===== config.mk =====
export PLATFORM = sky130hd
export DESIGN_NAME = tx_fifo_arbiter
export DESIGN_NICKNAME = d
export VERILOG_FILES = /design/src/rtl/tx_fifo_arbiter.sv
export SDC_FILE = /design/constraint.sdc
export NUM_CORES = 1
export LEC_CHECK = 0
export CORE_MARGIN = 5
export CORE_UTILIZATION = 54
export DETAILED_ROUTE_END_ITERATION = 8
export PLACE_DENSITY = 0.85
export SETUP_SLACK_MARGIN = 0.5
export SYNTH_ARGS = -nofsm -noshare
export SYNTH_HDL_FRONTEND = slang
export SYNTH_SLANG_ARGS = --single-unit

===== constraint.sdc =====
create_clock -name CLK -period 2.5 [get_ports CLK]
set_input_delay 0.25 -clock CLK [delete_from_list [all_inputs] [get_ports CLK]]
set_output_delay 0.25 -clock CLK [all_outputs]
set_load 0.005 [all_outputs]

===== src/rtl/tx_fifo_arbiter.sv =====
// tx_fifo_arbiter
// Shares the single write port of the TX async FIFO among three byte
// producers: register-file read responses (requester 0), ALU results
// (requester 1, sent as two bytes LSB first) and UART status reports
// (requester 2). Each requester has a one-deep holding buffer. Grants are
// round-robin, and each grant is serialised into FIFO byte writes under
// FIFO-full backpressure. A request that arrives while its buffer is still
// occupied is dropped, and that requester's sticky overflow flag is set.
//
// Ports
//   CLK        REF_CLK domain clock
//   RST        asynchronous, active-high reset
//   rd_data    register-file read data, qualified by rd_vld
//   alu_out    ALU result (2*DATA_WIDTH), qualified by alu_vld
//   sts_data   status byte, qualified by sts_vld
//   fifo_full  FIFO full flag; no write is issued while it is high
//   ovf_clr    clears ovf_flags (a simultaneous new drop wins)
//   w_inc      FIFO write strobe (combinational)
//   w_data     FIFO write data, zero when no write is active
//   busy       any request pending or a grant in progress
//   ovf_flags  sticky drop flags, bit i = requester i
module tx_fifo_arbiter #(
  parameter int DATA_WIDTH    = 8,
  // Must equal 2*DATA_WIDTH.
  parameter int ALU_OUT_WIDTH = 16
) (
  input  logic                     CLK,
  input  logic                     RST,
  input  logic [DATA_WIDTH-1:0]    rd_data,
  input  logic                     rd_vld,
  input  logic [ALU_OUT_WIDTH-1:0] alu_out,
  input  logic                     alu_vld,
  input  logic [DATA_WIDTH-1:0]    sts_data,
  input  logic                     sts_vld,
  input  logic                     fifo_full,
  input  logic                     ovf_clr,
  output logic                     w_inc,
  output logic [DATA_WIDTH-1:0]    w_data,
  output logic                     busy,
  output logic [2:0]               ovf_flags
);

  typedef enum logic [1:0] {
    IDLE    = 2'd0,
    SEND    = 2'd1,
    SEND_HI = 2'd2
  } state_t;

  state_t                   state_q;
  logic [1:0]               grant_q;
  logic [1:0]               rrPtr_q;
  logic [2:0]               pending_q;
  logic [2:0]               pending_d;
  logic [2:0]               ovf_q;
  logic [2:0]               ovf_d;
  logic [DATA_WIDTH-1:0]    rdHold_q;
  logic [ALU_OUT_WIDTH-1:0] aluHold_q;
  logic [DATA_WIDTH-1:0]    stsHold_q;

  logic                     writeActive;
  logic [DATA_WIDTH-1:0]    sendByte;
  logic [2:0]               pendingClr;
  logic [2:0]               reqVld;
  logic [2:0]               capture;
  logic [2:0]               drop;
  logic [1:0]               scanFirst;
  logic [1:0]               scanSecond;
  logic [1:0]               arbGrant;

  // A write happens in any sending state as long as the FIFO can take it.
  // The byte being presented is selected by the latched grant; the ALU MSB
  // is only ever sent from SEND_HI.
  always_comb begin
    writeActive = (state_q != IDLE) && !fifo_full;
    sendByte    = '0;
    unique case (grant_q)
      2'd0:    sendByte = rdHold_q;
      2'd1:    sendByte = aluHold_q[DATA_WIDTH-1:0];
      2'd2:    sendByte = stsHold_q;
      default: sendByte = '0;
    endcase
    w_inc  = writeActive;
    w_data = '0;
    if (writeActive) begin
      w_data = (state_q == SEND_HI) ? aluHold_q[ALU_OUT_WIDTH-1:DATA_WIDTH] : sendByte;
    end
    busy      = (|pending_q) || (state_q != IDLE);
    ovf_flags = ovf_q;
  end

  // The pending bit of the granted requester is released on its final byte
  // write. A release frees the buffer in the same cycle, so a new valid for
  // that requester on this edge is captured rather than dropped.
  always_comb begin
    pendingClr = '0;
    if (writeActive) begin
      if (state_q == SEND_HI) begin
        pendingClr[1] = 1'b1;
      end else if (grant_q != 2'd1) begin
        pendingClr[grant_q] = 1'b1;
      end
    end
    reqVld    = {sts_vld, alu_vld, rd_vld};
    capture   = reqVld & (~pending_q | pendingClr);
    drop      = reqVld & pending_q & ~pendingClr;
    pending_d = (pending_q & ~pendingClr) | capture;
    // Clear first so that a drop in the same cycle leaves its flag set.
    ovf_d     = (ovf_q & ~{3{ovf_clr}}) | drop;
  end

  // Round-robin scan order starts just after the last served requester:
  // rr+1, rr+2, then rr itself.
  always_comb begin
    scanFirst  = 2'd0;
    scanSecond = 2'd1;
    unique case (rrPtr_q)
      2'd0: begin
        scanFirst  = 2'd1;
        scanSecond = 2'd2;
      end
      2'd1: begin
        scanFirst  = 2'd2;
        scanSecond = 2'd0;
      end
      default: begin
        scanFirst  = 2'd0;
        scanSecond = 2'd1;
      end
    endcase
    if (pending_q[scanFirst]) begin
      arbGrant = scanFirst;
    end else if (pending_q[scanSecond]) begin
      arbGrant = scanSecond;
    end else begin
      arbGrant = rrPtr_q;
    end
  end

  // Holding buffers, pending bits and sticky overflow flags.
  always_ff @(posedge CLK or posedge RST) begin
    if (RST) begin
      rdHold_q  <= '0;
      aluHold_q <= '0;
      stsHold_q <= '0;
      pending_q <= '0;
      ovf_q     <= '0;
    end else begin
      if (capture[0]) rdHold_q  <= rd_data;
      if (capture[1]) aluHold_q <= alu_out;
      if (capture[2]) stsHold_q <= sts_data;
      pending_q <= pending_d;
      ovf_q     <= ovf_d;
    end
  end

  // Grant state machine. rrPtr resets to 2 so requester 0 is scanned first.
  // The ALU grant runs SEND -> SEND_HI without returning to IDLE, so no other
  // requester can slip in between its two bytes. Every grant ends with one
  // IDLE cycle in which the next winner is chosen.
  always_ff @(posedge CLK or posedge RST) begin
    if (RST) begin
      state_q <= IDLE;
      grant_q <= 2'd0;
      rrPtr_q <= 2'd2;
    end else begin
      unique case (state_q)
        IDLE: begin
          if (|pending_q) begin
            grant_q <= arbGrant;
            state_q <= SEND;
          end
        end
        SEND: begin
          if (writeActive) begin
            if (grant_q == 2'd1) begin
              state_q <= SEND_HI;
            end else begin
              rrPtr_q <= grant_q;
              state_q <= IDLE;
            end
          end
        end
        SEND_HI: begin
          if (writeActive) begin
            rrPtr_q <= 2'd1;
            state_q <= IDLE;
          end
        end
        default: state_q <= IDLE;
      endcase
    end
  end

endmodule


=== Word level (Yosys, flattened, before mapping) ===
Cells that the tools add are included.

* Output and inout bits: 13
* Bits of input ports: 39
* Word-level logic and storage cells: 73
* Register bits: 44

* Mux-type cells: 27
* Order comparisons: 4
* Bitwise operators: 11
* Eq/ne operators: 10
* Reductions and logical operators: 13

{| class="wikitable"
|+ Operator list
! operator !! number
|-
| $pmux 8 s3 || 1
|-
| $mux 2 || 9
|-
| $mux 8 || 2
|-
| $and 3x3->3 || 5
|-
| $pmux 2 s2 || 3
|-
| $lt 2x3->1 const B || 3
|-
| $not 3->3 || 3
|-
| $or 3x3->3 || 3
|-
| $ne 2x2->1 const B || 4
|-
| $eq 2x1->1 const B || 3
|-
| $logic_not 2->1 || 3
|-
| $mux 1 || 6
|-
| $mux 3 || 2
|-
| $pmux 2 s3 || 1
|-
| $bmux 1 s2 || 2
|-
| $eq 2x2->1 const B || 2
|-
| $reduce_and 4->1 || 1
|-
| $reduce_bool 2->1 || 2
|-
| $reduce_and 3->1 || 1
|-
| $reduce_or 3->1 || 1
|-
| $demux 1 s2 || 1
|-
| $ge 2x1->1 const B || 1
|-
| $logic_and 1x1->1 || 2
|-
| $ne 2x1->1 const B || 1
|-
| 3 further kinds || 3
|}

=== Logic depth before layout (Yosys ltp) ===
Gate-level depths: netlist of the first run.

* Word-level depth: 10
* Gate-level depth with buffers: 5
* Mapped depth without buffers: 3

=== Least setup slack after synthesis of the first run ===
No wires, ideal clock.

* Path kind: register to output
* Start: register state_q[0]
* End: output port w_data[0]
* Data required time: 2.250 ns
* Arrival time: 1.145 ns
* Buffers on the path: 2
* Slack: 1.105 ns
* Cell stages (with the launch flop): 6
* Cells stage by stage: dfrtp_1 -> nand2b_1 -> buf_2 -> buf_4 -> mux2i_1 -> nor3_1

* Word-level cells in the longest chain between the ends: 3
* Elaborated cells on any way between the ends: 5
* Those cells by class: eq/ne: 1; mux: 2; reduce/logical: 2

{| class="wikitable"
|+ Ends and longest elaborated chain
! what !! RTL line !! text
|-
| from (decl) || 49 || <nowiki>state_t state_q;</nowiki>
|-
| from (signal assigned) || 162 || <nowiki>state_q <= IDLE;</nowiki>
|-
| from (signal assigned) || 170 || <nowiki>state_q <= SEND;</nowiki>
|-
| from (signal assigned) || 176 || <nowiki>state_q <= SEND_HI;</nowiki>
|-
| $eq 2x2->1 or $reduce_bool 2->1 (tied branches) || 85, 74 ||
|-
| $mux 8 or $logic_and 1x1->1 (tied branches) || 85, 74 ||
|-
| $mux 8 * || 84 || <nowiki>if (writeActive) begin</nowiki>
|-
| to (decl) || 38 || <nowiki>output logic [DATA_WIDTH-1:0] w_data,</nowiki>
|}

Mark *: on every way between the ends. The rest lies on a longest branch, timed or not.

=== Worst setup path after layout of the first run ===
* Start: register grant_q[1]
* End: output port w_data[3]

* Word-level cells in the longest chain between the ends: 4
* Elaborated cells on any way between the ends: 6
* Those cells by class: eq/ne: 2; mux: 3; reduce/logical: 1

{| class="wikitable"
|+ Ends and longest elaborated chain
! what !! RTL line !! text
|-
| from (decl) || 50 || <nowiki>logic [1:0] grant_q;</nowiki>
|-
| from (signal assigned) || 169 || <nowiki>grant_q <= arbGrant;</nowiki>
|-
| $eq 2x2->1 (tied with other cells) || 76 || <nowiki>unique case (grant_q)</nowiki>
|-
| $pmux 8 s3 * || 76 ||
|-
| $mux 8 * || 85 || <nowiki>w_data = (state_q == SEND_HI) ? aluHold_q[ALU_OUT_WIDTH-1:DATA_WIDTH] : sendByte;</nowiki>
|-
| $mux 8 * || 84 ||
|}

Marked as above.

==> out/qor.yml, run 1 <==
floorplan:
  die-area_um2: 5580
  die_w_um: 74.7
  die_h_um: 74.7
  io_pins: 52
  core_um2: 4030
  initial_core_util_pct: 56.1
  num_rows: 23
worst_setup_path:
  worstSetupPathType: "reg2out"
  crit_required_ps: 2250
  path_max_fanout: 10
  startpoint_type: "register"
  endpoint_kind: "output pin"
  crit_arrival_ps: 1730
synthesis:
  ys_warn_count: 0
  synthCells: 186
  mappedNetlistArea_um2: 2260
  syn_area_per_cell_um2: 12.1
  yosys_register_bits: 44
  synth_seq_area_share_pct: 48.8
  synth_nets: 225
  ys_types: 33
global_routing:
  grt_pass1_vias: 1742
  grt_overflow: 0
  grt_pass1_wl_mm: 8.68
  track_usage_pct: 20.9
  antenna_found_initial: 0
  grt_max_degree: 18
clock_network:
  cts_max_level: 2
  clock_latency_ps: 300
  numCtsBuffers: 5
  clkSinkCount: 44
  clk_pin_slew_ps: 80
  cts_root_buffer: "clkbuf_8"
  cts_buffer_depth: 2
  cts_tree: "built"
power_and_ir_drop:
  ir_drop_v: 0.000545
  p_leak_nw: 1.39
  powerDensity_nw_per_um2: 1100
  power_mw: 3.34
timing:
  fin_ws_ps: 522
  period_share_pct: 79.1
  rsz0062_at_grt: "yes"
  fin_setup_tns_ps: 0
  tightestPinTransition_ps: 574
  fmax_mhz: 505
  slew_headroom_pct: 61.6
  clock_skew_ps: 5.96
  timing.final.crit_period_ps: 1980
  maxSlewViolCount: 0
  hold_viol: 0
  whs_ps: 295
  setup_viol: 0
routing:
  drt_iter0_drc: 138
  finalWirelength_mm: 5.50
  wl_per_cell_um: 18.4
  wl_met2_mm: 2.71
  dr_wl_met3_um: 344
  drc: 0
  final_antenna_net_count: 0
  routedLengthMet1_mm: 2.37
  via_per_inst: 5.73
  drt_pass1_iterations: 4
  vias: 1713
  top_layer_used: "met4"
cells_and_area:
  num_antenna_cells: 0
  area_growth_pct: 34.8
  layout_common_cells: "43 x clkdlybuf4s50_1, 41 x dfrtp_1, 33 x mux2_2"
  finalNetCount: 287
  layout-drive-gt1-share_pct: 33.7
  layout_commonest_cell: "clkdlybuf4s50_1"
  final_area_um2: 3040
hold_path:
  holdCritPathClass: "in2async"
place:
  place_ws_ps: 273
  port_buffers: 51
  gp_congestion: 0.811
  post_dp_cell_area_um2: 2840
  hpwlAfterDp_mm: 3.80
job:
  cap_violations: 0
outcome:
  status: "finished clean"
[timing repair]
item / 4_1_cts / 5_1_grt
setup buffers: 1 / 3
hold buffers: 0 / 0
gates resized for setup: 19 / 16
pin swaps: 0 / 2
hold endpoints to repair: 0 / 0
setup endpoints to repair: 9 / 9
[worst paths after layout]
kind	startpoint	to	slack [ps]	cells past startpoint
worst min register to register	ovf_flags[0]	ovf_flags[0]	490	1
worst max-delay path	grant_q[1]	w_data[3]	520	5
worst max register to register	state_q[1]	aluHold_q[12]	720	4
min in group CLK	ovf_flags[0]	ovf_flags[0]	490	1
worst min-delay path	RST	ovf_flags[1]	300	2
max in group asynchronous	RST	rdHold_q[7]	1550	3
[cell usage after synthesis]
cell	instances	area [um2]
dfrtp_1	43	1080
o21ai_1	1	5.00
mux2i_1	16	160
buf_6	2	22.5
nand4b_1	1	8.76
a21o_1	2	15.0
o2bb2ai_1	2	17.5
inv_1	18	67.6
nor4_1	1	6.26
nand2b_1	2	12.5
a21oi_1	3	15.0
or2_2	1	6.26
buf_4	1	7.51
nor2_1	3	11.3
nor2b_1	1	6.26
o21ai_0	5	25.0
clkbuf_1	4	15.0
nand3b_1	8	60.1
o221a_1	1	11.3
nor4b_2	1	15.0
a22o_1	3	26.3
o221a_2	7	78.8
buf_2	2	10.0
nor3b_2	1	12.5
nand2_1	4	15.0
o21ai_2	1	8.76
mux2_2	33	372
nor3_1	11	55.1
o22a_1	2	17.5
o21ai_4	2	32.5
nor4bb_4	1	25.0
a211oi_1	2	15.0
dfstp_2	1	26.3
[state kept, by name, indices dropped and copies added (netlist names)]
register and count:
rdHold_q 8, rrPtr_q 2, ovf_flags 3, stsHold_q 8, aluHold_q 16, grant_q 2, state_q 2, pending_q 3
[power by group]
part / switching, mW / internal [mW]
logic: 0.660 / 0.837
clock network: 0.261 / 0.301
registers: 0.241 / 1.04
[logic make-up (layout without fill, tap and decap cells)]
kind of cell / after synthesis / in the layout / share of synthesized area (%)
flops: 44 / 44 / 48.8
buf+inv: 27 / 90 / 5.43
simple gates: 35 / 35 / 10.4
mux: 49 / 49 / 23.5
compound gates: 31 / 31 / 11.9
[layer usage]
metal	vias up	track usage, %
li1	797	-
met1	846	27.9
met2	62	34.0
met3	8	5.21
met4	0	6.52
met5	-	0
[metrics by stage]
stage	instances	util, %
final	299	75.6
after global routing	299	75.6
after CTS	296	74.3
after detailed placement	287	70.6
after global placement	287	70.6
after floorplan	186	-
[critical path: stages (launching register included)]
cell and delay [ps]:
dfrtp_2 450, buf_6 160, mux2i_1 150, o221a_2 270
nor3_2 140, dlygate4sd2_1 260
[cell type report]
cell class,instances,area (um2)
Clock buffer,5,68.8
Clock inverter,3,46.3
Fill cell,271,985
Inverter,18,67.6
Multi-Input combinational cell,115,1090
Sequential cell,44,1100
Tap cell,50,62.6
Timing Repair Buffer,64,603
No activity file was read; power rests on OpenSTA's default activity.
==> inputs of run 2 (changes only) <==
- CORE_UTILIZATION: 54 -> 45
- PLACE_DENSITY: 0.85 -> 0.76
- clock period: 2.5 -> 1.66 ns (I/O delays scaled with it)
==> out/qor.yml, run 2 (same netlist as run 1, synthesis figures left out) <==
clock_network:
  cts_root_buffer: "clkbuf_8"
  clkSinkCount: 44
  cts_tree: "built"
  clk_pin_slew_ps: 90
  clock_latency_ps: 320
  cts_buffer_depth: 2
  cts_max_level: 2
  numCtsBuffers: 5
worst_setup_path:
  crit_arrival_ps: 1670
  slowest_delay_ps: 460
  crit_required_ps: 1490
  rrSetupSlack_ps: -40
  crit_chain: "clkbuf_16 > buf_6 > nand3b_1 > o221a_2 > nor3_2 > buf_2"
  startpoint_type: "register"
  startpoint: "grant_q[1]"
  crit-reg2reg-launch: "state_q[1]"
  endpoint_kind: "output pin"
  path_max_fanout: 4
  worstSetupPathType: "reg2out"
  crit_slowest_cell: "dfrtp_2"
cells_and_area:
  fin_cells: 357
  finalNetCount: 328
  post-route-util_pct: 77.9
  area_growth_pct: 65.1
  num_antenna_cells: 0
  reg_top3: "aluHold_q x16, rdHold_q x8, stsHold_q x8"
  layout-drive-gt1-share_pct: 52.1
  layout_common_cells: "41 x dfrtp_1, 38 x clkdlybuf4s50_1, 27 x buf_4"
  largest_register_ffs: 16
  layout_commonest_cell: "dfrtp_1"
  regMostFlops: "aluHold_q"
floorplan:
  die-area_um2: 6540
  num_rows: 25
  initial_core_util_pct: 47.2
  die_w_um: 80.8
  die_h_um: 80.8
  io_pins: 52
  core_um2: 4790
job:
  cap_violations: 0
timing:
  clock_skew_ps: 5.11
  fin_setup_tns_ps: -1420
  rsz0062_at_grt: "yes"
  fmax_mhz: 545
  fin_ws_ps: -175
  setup_viol: 19
  maxSlewViolCount: 0
  tightestPinTransition_ps: 499
  slew_headroom_pct: 66.7
  period_share_pct: 111
  timing.final.crit_period_ps: 1830
  hold_viol: 0
global_routing:
  grt_max_degree: 22
  grt_overflow: 0
  grt_pass1_wl_mm: 10.7
  grt_pass1_vias: 2005
  antenna_found_initial: 0
  track_usage_pct: 22.0
power_and_ir_drop:
  ir_drop_v: 0.00103
  powerDensity_nw_per_um2: 1690
  p_leak_nw: 1.79
routing:
  finalWirelength_mm: 7.40
  wl_per_cell_um: 20.7
  via_per_inst: 5.44
  final_antenna_net_count: 0
  drt_iter0_drc: 136
  drt_pass1_iterations: 4
  vias: 1943
  drc: 0
hold_path:
  holdCritPathClass: "in2async"
place:
  port_buffers: 51
  place_ws_ps: -232
  gp_congestion: 0.847
  placed_cells: 318
  hpwlAfterDp_mm: 3.71
outcome:
  status: "complete, but fails checks"
  violations: "negative setup slack"
-- run 2: layer usage --
| layer | track usage (%) | share of wire, % | up-vias |
|---|---|---|---|
| met1 | 27.2 | 40 | 972 |
| met4 | 11.3 | 4.0 | 0 |
| li1 | - | - | 874 |
| met3 | 4.88 | 5.8 | 24 |
| met5 | 0 | 0 | - |
| met2 | 36.1 | 50 | 73 |
-- run 2: where the power goes --
| part | switching [mW] | leakage [nW] | internal, mW |
|---|---|---|---|
| Sequential | 0.426 | 0.517 | 1.57 |
| Combinational | 1.38 | 1.21 | 2.02 |
| Clock | 0.414 | 0.0614 | 0.493 |
| Total | 2.22 | 1.79 | 4.08 |
-- run 2: area by class of cell --
class                   instances  area (um2)
clock buffers                   6        82.6
fillers                       290        1060
multi-input cells             115        1300
clock inverters                 2        38.8
flip-flops and latches         44        1100
inverters                      18        71.3
repair buffers                105        1050
well taps                      67        83.8
-- run 2: what timing repair did --
item	CTS	global route
hold endpoints to repair	0	0
pin swaps	14	15
cloned	2	0
setup endpoints to repair	54	56
hold buffers	0	0
gates resized for setup	97	25
setup buffers	19	10
-- run 2: through the flow --
| step | power, mW | hold slack, ps | instance area, um2 |
|---|---|---|---|
| floorplan | 3.39 | 170 | 2320 |
| global placement | 4.15 | 473 | 3070 |
| detailed placement | 4.21 | 480 | 3070 |
| CTS | 5.80 | 238 | 3570 |
| global route | 6.61 | 255 | 3730 |
| finish | 6.30 | 216 | 3730 |
-- run 2: worst max-delay path, delay by kind of cell, from the launching register on --
family,cells,cell delay (ps)
flops,1,460
simple gates,2,320
buf+inv,3,420
compound gates,1,140
-- run 2: final timing paths --
kind                       cells after the start      endpoint
setup / recovery                               6     w_data[2]
hold reg to reg                                1  stsHold_q[3]
setup reg to reg                               6  aluHold_q[4]
hold / removal                                 2  ovf_flags[0]
min in group CLK                               2   rdHold_q[4]
max in group asynchronous                      3  aluHold_q[9]
